**config.mk**
```make
export PLATFORM = sky130hd
export DESIGN_NAME = divider_fu
export DESIGN_NICKNAME = d
export VERILOG_FILES = /design/src/rtl/fu_pkg.sv /design/src/rtl/divider_step.sv /design/src/rtl/divider_fu.sv
export SDC_FILE = /design/constraint.sdc
export NUM_CORES = 1
export LEC_CHECK = 0
export BUFFER_PORTS_ARGS = -buffer_cell sky130_fd_sc_hd__buf_2
export CORE_MARGIN = 2
export CORE_UTILIZATION = 58
export CTS_BUF_LIST = sky130_fd_sc_hd__clkbuf_8
export CTS_CLUSTER_SIZE = 16
export DETAILED_ROUTE_END_ITERATION = 8
export PLACE_DENSITY_LB_ADDON = 0.12
export REMOVE_ABC_BUFFERS = 1
export SLEW_MARGIN = 20
export SYNTH_ARGS = -nofsm -noshare
export SYNTH_HDL_FRONTEND = slang
export SYNTH_SLANG_ARGS = --single-unit
```
**constraint.sdc**
```tcl
create_clock -name clk -period 3.3 [get_ports clk]
set_input_delay 0.66 -clock clk [delete_from_list [all_inputs] [get_ports clk]]
set_output_delay 0.66 -clock clk [all_outputs]
set_load 0.005 [all_outputs]
```
**src/rtl/fu_pkg.sv**
```systemverilog
// Shared definitions for the s_tile functional units: default datapath widths
// and the divider FSM state encoding.
package fu_pkg;

   localparam int unsigned FU_DATA_WIDTH    = 8;
   localparam int unsigned FU_PRODUCT_WIDTH = 2 * FU_DATA_WIDTH;

   typedef enum logic [1:0] {
      IDLE,
      CALC,
      DONE
   } divider_state_t;

endpackage

```
**src/rtl/divider_step.sv**
```systemverilog
// One combinational restoring-division iteration: shift the next dividend bit
// into the partial remainder and subtract the divisor if it fits.
module divider_step #(
   parameter int unsigned DIVISOR_WIDTH = 8
) (
   input  logic [DIVISOR_WIDTH:0]   partial_rem_i,
   input  logic                     dividend_bit_i,
   input  logic [DIVISOR_WIDTH-1:0] divisor_i,
   output logic [DIVISOR_WIDTH:0]   partial_rem_o,
   output logic                     quot_bit_o
);

   logic [DIVISOR_WIDTH+1:0] shifted;
   logic [DIVISOR_WIDTH+1:0] diff;
   logic [DIVISOR_WIDTH+1:0] result;
   logic                     unused_result_msb;

   always_comb begin
      shifted    = {partial_rem_i, dividend_bit_i};
      diff       = shifted - {2'b00, divisor_i};
      quot_bit_o = (shifted >= {2'b00, divisor_i});
      result     = quot_bit_o ? diff : shifted;
   end

   // The incoming remainder is always below the divisor, so the top bit of the
   // restored value is zero and can be dropped.
   assign partial_rem_o     = result[DIVISOR_WIDTH:0];
   assign unused_result_msb = result[DIVISOR_WIDTH+1];

endmodule

```
**src/rtl/divider_fu.sv**
```systemverilog
// Iterative unsigned restoring divider FU: one quotient bit per cycle with
// valid/ready handshakes on both sides, gated by the tile on_off bit.
module divider_fu
   import fu_pkg::*;
#(
   parameter int unsigned DIVIDEND_WIDTH = FU_PRODUCT_WIDTH,
   parameter int unsigned DIVISOR_WIDTH  = FU_DATA_WIDTH
) (
   input  logic                      clk,
   input  logic                      reset_n,
   input  logic                      on_off,
   input  logic                      valid_in,
   output logic                      ready_in,
   input  logic [DIVIDEND_WIDTH-1:0] dividend,
   input  logic [DIVISOR_WIDTH-1:0]  divisor,
   output logic                      valid_out,
   input  logic                      ready_out,
   output logic [DIVIDEND_WIDTH-1:0] quotient,
   output logic [DIVISOR_WIDTH-1:0]  remainder,
   output logic                      div_by_zero
);

   localparam int unsigned CNT_WIDTH = $clog2(DIVIDEND_WIDTH + 1);

   divider_state_t            state_q;
   logic [CNT_WIDTH-1:0]      cnt_q;
   logic [DIVIDEND_WIDTH-1:0] dvd_q;
   logic [DIVISOR_WIDTH-1:0]  dvs_q;
   logic [DIVISOR_WIDTH:0]    prem_q;
   logic [DIVIDEND_WIDTH-1:0] quo_q;
   logic [DIVISOR_WIDTH-1:0]  rem_q;
   logic                      dbz_q;
   logic                      valid_q;

   logic [DIVISOR_WIDTH:0]    prem_d;
   logic                      qbit_d;
   logic [DIVIDEND_WIDTH-1:0] dvd_d;

   divider_step #(
      .DIVISOR_WIDTH(DIVISOR_WIDTH)
   ) u_step (
      .partial_rem_i (prem_q),
      .dividend_bit_i(dvd_q[DIVIDEND_WIDTH-1]),
      .divisor_i     (dvs_q),
      .partial_rem_o (prem_d),
      .quot_bit_o    (qbit_d)
   );

   // Dividend bits leave at the MSB while quotient bits enter at the LSB, so
   // after the last iteration the shift register holds the full quotient.
   assign dvd_d = {dvd_q[DIVIDEND_WIDTH-2:0], qbit_d};

   always_ff @(posedge clk or negedge reset_n) begin
      if (!reset_n) begin
         state_q <= IDLE;
         cnt_q   <= '0;
         dvd_q   <= '0;
         dvs_q   <= '0;
         prem_q  <= '0;
         quo_q   <= '0;
         rem_q   <= '0;
         dbz_q   <= 1'b0;
         valid_q <= 1'b0;
      end else begin
         case (state_q)
            IDLE: begin
               if (valid_in && on_off) begin
                  dvd_q  <= dividend;
                  dvs_q  <= divisor;
                  prem_q <= '0;
                  cnt_q  <= CNT_WIDTH'(DIVIDEND_WIDTH);
                  if (divisor == '0) begin
                     quo_q   <= '1;
                     rem_q   <= '0;
                     dbz_q   <= 1'b1;
                     valid_q <= 1'b1;
                     state_q <= DONE;
                  end else begin
                     state_q <= CALC;
                  end
               end
            end
            CALC: begin
               if (!on_off) begin
                  quo_q   <= '0;
                  rem_q   <= '0;
                  dbz_q   <= 1'b0;
                  cnt_q   <= '0;
                  state_q <= IDLE;
               end else begin
                  dvd_q  <= dvd_d;
                  prem_q <= prem_d;
                  cnt_q  <= cnt_q - 1'b1;
                  if (cnt_q == CNT_WIDTH'(1)) begin
                     quo_q   <= dvd_d;
                     rem_q   <= prem_d[DIVISOR_WIDTH-1:0];
                     dbz_q   <= 1'b0;
                     valid_q <= 1'b1;
                     state_q <= DONE;
                  end
               end
            end
            DONE: begin
               if (ready_out) begin
                  valid_q <= 1'b0;
                  state_q <= IDLE;
               end
            end
            default: state_q <= IDLE;
         endcase
      end
   end

   assign ready_in    = (state_q == IDLE) && on_off;
   assign valid_out   = valid_q;
   assign quotient    = quo_q;
   assign remainder   = rem_q;
   assign div_by_zero = dbz_q;

endmodule

```
==> metrics <==
placed insts=approximately 480; CP required=3560 ps; Critical Path AT=3000 ps; total global-route track usage=0.253; Synth Area in Compound Gates=0.216; r2r setup slk=~560 ps; Placer Congestion=0.807; Filler cells=505; largest family of logic cells by synthesized area=compound AO/OA/AOI/OAI gates; leakage power=1.89 nW; relative slew slack=0.353; row count=28; drt via density=5.62; CP endpoint kind=flop; Fin. Hold Viols=0; initial antenna violation count=0; Worst-Margin Slew=between 900 and 1000 ps; Die Footprint=0.00654 mm²; Gate Count Post-Synth=between 300 and 400; clock sinks=66; # setup viols final=0; Starting Density=0.590; layout cells sized above 1=0.218; Area Growth Syn to Fin=15.3%; Final HPWL DP=5190 µm; r2r worst-path depth=10; Total Routed Length=approximately 7400 µm; async set-reset flop share out of synthesis=1.00; max frequency=roughly 0.37 GHz; clock share of power=0.167; worst vdd ir=0.483 mV; adder-cell share of the synthesized area=0.0423; hold crit path type=in2async; Worst setup SP type=flop; simple-gate portion of the synthesized area=0.117; status=finished, final reports clean; ant diodes=0; H-tree Lvls=3; First DRT Iteration DRCs=roughly 190; clock tree buffer depth=2; Met3 Wirelength=347 µm; ANT nets after route=0; total grt overflow=0; Die W=80.9 µm; RR Endpoint=prem_q[0]; fin worst setup slack=563 ps; pre-CTS setup slack=571 ps; sequential share of power=0.378; DR top layer=met4; Tmin final=2740 ps; IO buf count=55; nets@finish=453; Worst Path Max Fanout=7; core area=0.00582 mm²; Tcrit/Tclk final=0.829; detailed-router iteration count before antenna repair=4; Reg-to-Reg Start=dvd_q[15]; Inserted Clock Buffers=9; Worst-Skew Late Latency=350 ps; commonest non-fill, non-tap cell in the layout=dfrtp_1; Syn Std Cell Area=0.00343 mm²; yosys warns=0; CTS tree=yes; # hold bufs at CTS=0; Clock Skew=7.57 ps; number of flops mapped to enable cells by yosys=0; Die Height=80.9 µm; WS Path Type=reg2reg; Psw=1.41 mW; RSZ-0062 raised after global routing=false; XOR/XNOR share of the synthesized area=0.0102; WL met2=3480 µm; Slew Limit Fails=0; Top FF cell, synth=dfrtp_1; drt wl/cell=15.1 µm; CTS root buf=clkbuf_8; via count=2770; internal power=2.13 mW; Cell variety after synth=54; Logic pwr share=0.455; first-pass GRT wire length=12600 µm; Clock transition at path regs=roughly 70 ps; synthesized flop and latch total=66; sequential fraction of the synthesis area=0.482; Switching Fraction=0.399; largest net degree at the start of global routing=38; multiplexer area fraction after synthesis=0.0766; most frequent cells in the layout=dfrtp_1, buf_2, o21ai_0, nand2_1, a21oi_1; CTS resizes=0; # Max-Cap Violations=0; met1 WL=around 3500 µm; postcts setup bufs=0; fin cells=approximately 490; total power after layout=3.54 mW; drt drc=0; synthesized area per cell=9.53 µm²; vias in the first global route=approximately 2700; IO Count=56; P per Cell Area=896 mW/mm²
routing by layer:
layer  GRT usage  up-vias
met3      0.0611       10
met2       0.379       58
met4      0.0966        0
met1       0.356     1337
li1            -     1365
met5           0        -
power by group through the flow:
stage	clock [mW]	sequential (mW)	combinational [mW]
CTS	0.608	1.34	1.62
finish	0.592	1.34	1.61
global placement	0	1.34	1.57
detailed placement	0	1.35	1.61
global route	0.648	1.38	1.82
floorplan	0	1.32	1.13
registers in the layout, indices dropped and copies added (netlist names):
register / cells
cnt_q: 5
div_by_zero: 1
dvd_q: 16
dvs_q: 8
prem_q: 9
quotient: 16
remainder: 8
state_q: 2
valid_out: 1
synthesized netlist by cell type, types with 2 or more instances:
cell	instances	area, µm²
buf_6	2	22.5
buf_1	2	7.51
dfrtp_1	66	1650
and2_1	2	12.5
nor2b_1	4	25.0
o22ai_1	8	50.1
a21oi_1	28	140
buf_2	4	20.0
mux2i_1	24	240
mux2_2	2	22.5
o21ai_1	7	35.0
o211ai_1	2	15.0
clkbuf_1	13	48.8
nor3_1	5	25.0
o21a_1	2	15.0
ha_1	10	125
o21ai_0	50	250
nor4_1	2	12.5
xor2_1	3	26.3
nand2b_1	4	25.0
nor2_1	26	97.6
inv_1	25	93.8
nand2_1	38	143
metrics by stage:
step | TNS (ps) | hold WS (ps) | util | instance area, µm²
after floorplan | -15510 | 364 | - | 3330
after global placement | 0 | 464 | 0.651 | 3780
after detailed placement | 0 | 477 | 0.651 | 3780
after CTS | 0 | 390 | 0.680 | 3950
after global routing | 0 | 440 | 0.680 | 3950
final | 0 | 366 | 0.680 | 3950
worst max-delay path by stage:
| stage | startpoint | slack (ps) | depth (start not counted) | endpoint |
|---|---|---|---|---|
| after floorplan | state_q[0] | -750 | 4 | dvd_q[0] |
| after global placement | dvd_q[15] | 660 | 10 | prem_q[0] |
| after detailed placement | dvd_q[15] | 570 | 10 | prem_q[0] |
| after CTS | dvd_q[15] | 550 | 10 | prem_q[0] |
| after global routing | dvd_q[15] | 440 | 10 | prem_q[0] |
| final | dvd_q[15] | 560 | 10 | prem_q[0] |
area by class of cell:
cell class	count	area (µm²)	area share
clock inverter	7	46.3	0.0117
timing repair buffer	63	348	0.0880
inverter	25	93.8	0.0237
multi-input combinational	248	1600	0.404
tap	75	93.8	0.0237
sequential	66	1650	0.418
clock buffer	9	124	0.0313
critical path, stage by stage, from the launching register on:
cell and delay (ps):
dfrtp_1 380, inv_1 70, ha_1 150, inv_1 50, fa_1 420, a211oi_2 380
o21bai_4 120, a2111oi_4 360, buf_4 220, mux2_2 350, o21ai_0 150
kinds of logic after synthesis:
family / Yosys count
muxes: 26
adders and majority gates: 11
buffers and inverters: 46
and+or+nand+nor: 89
xor gates and xnor gates: 4
DFF: 66
AOI/OAI and AO/OA: 118
Note: power is estimated with default switching activity, not from simulation.
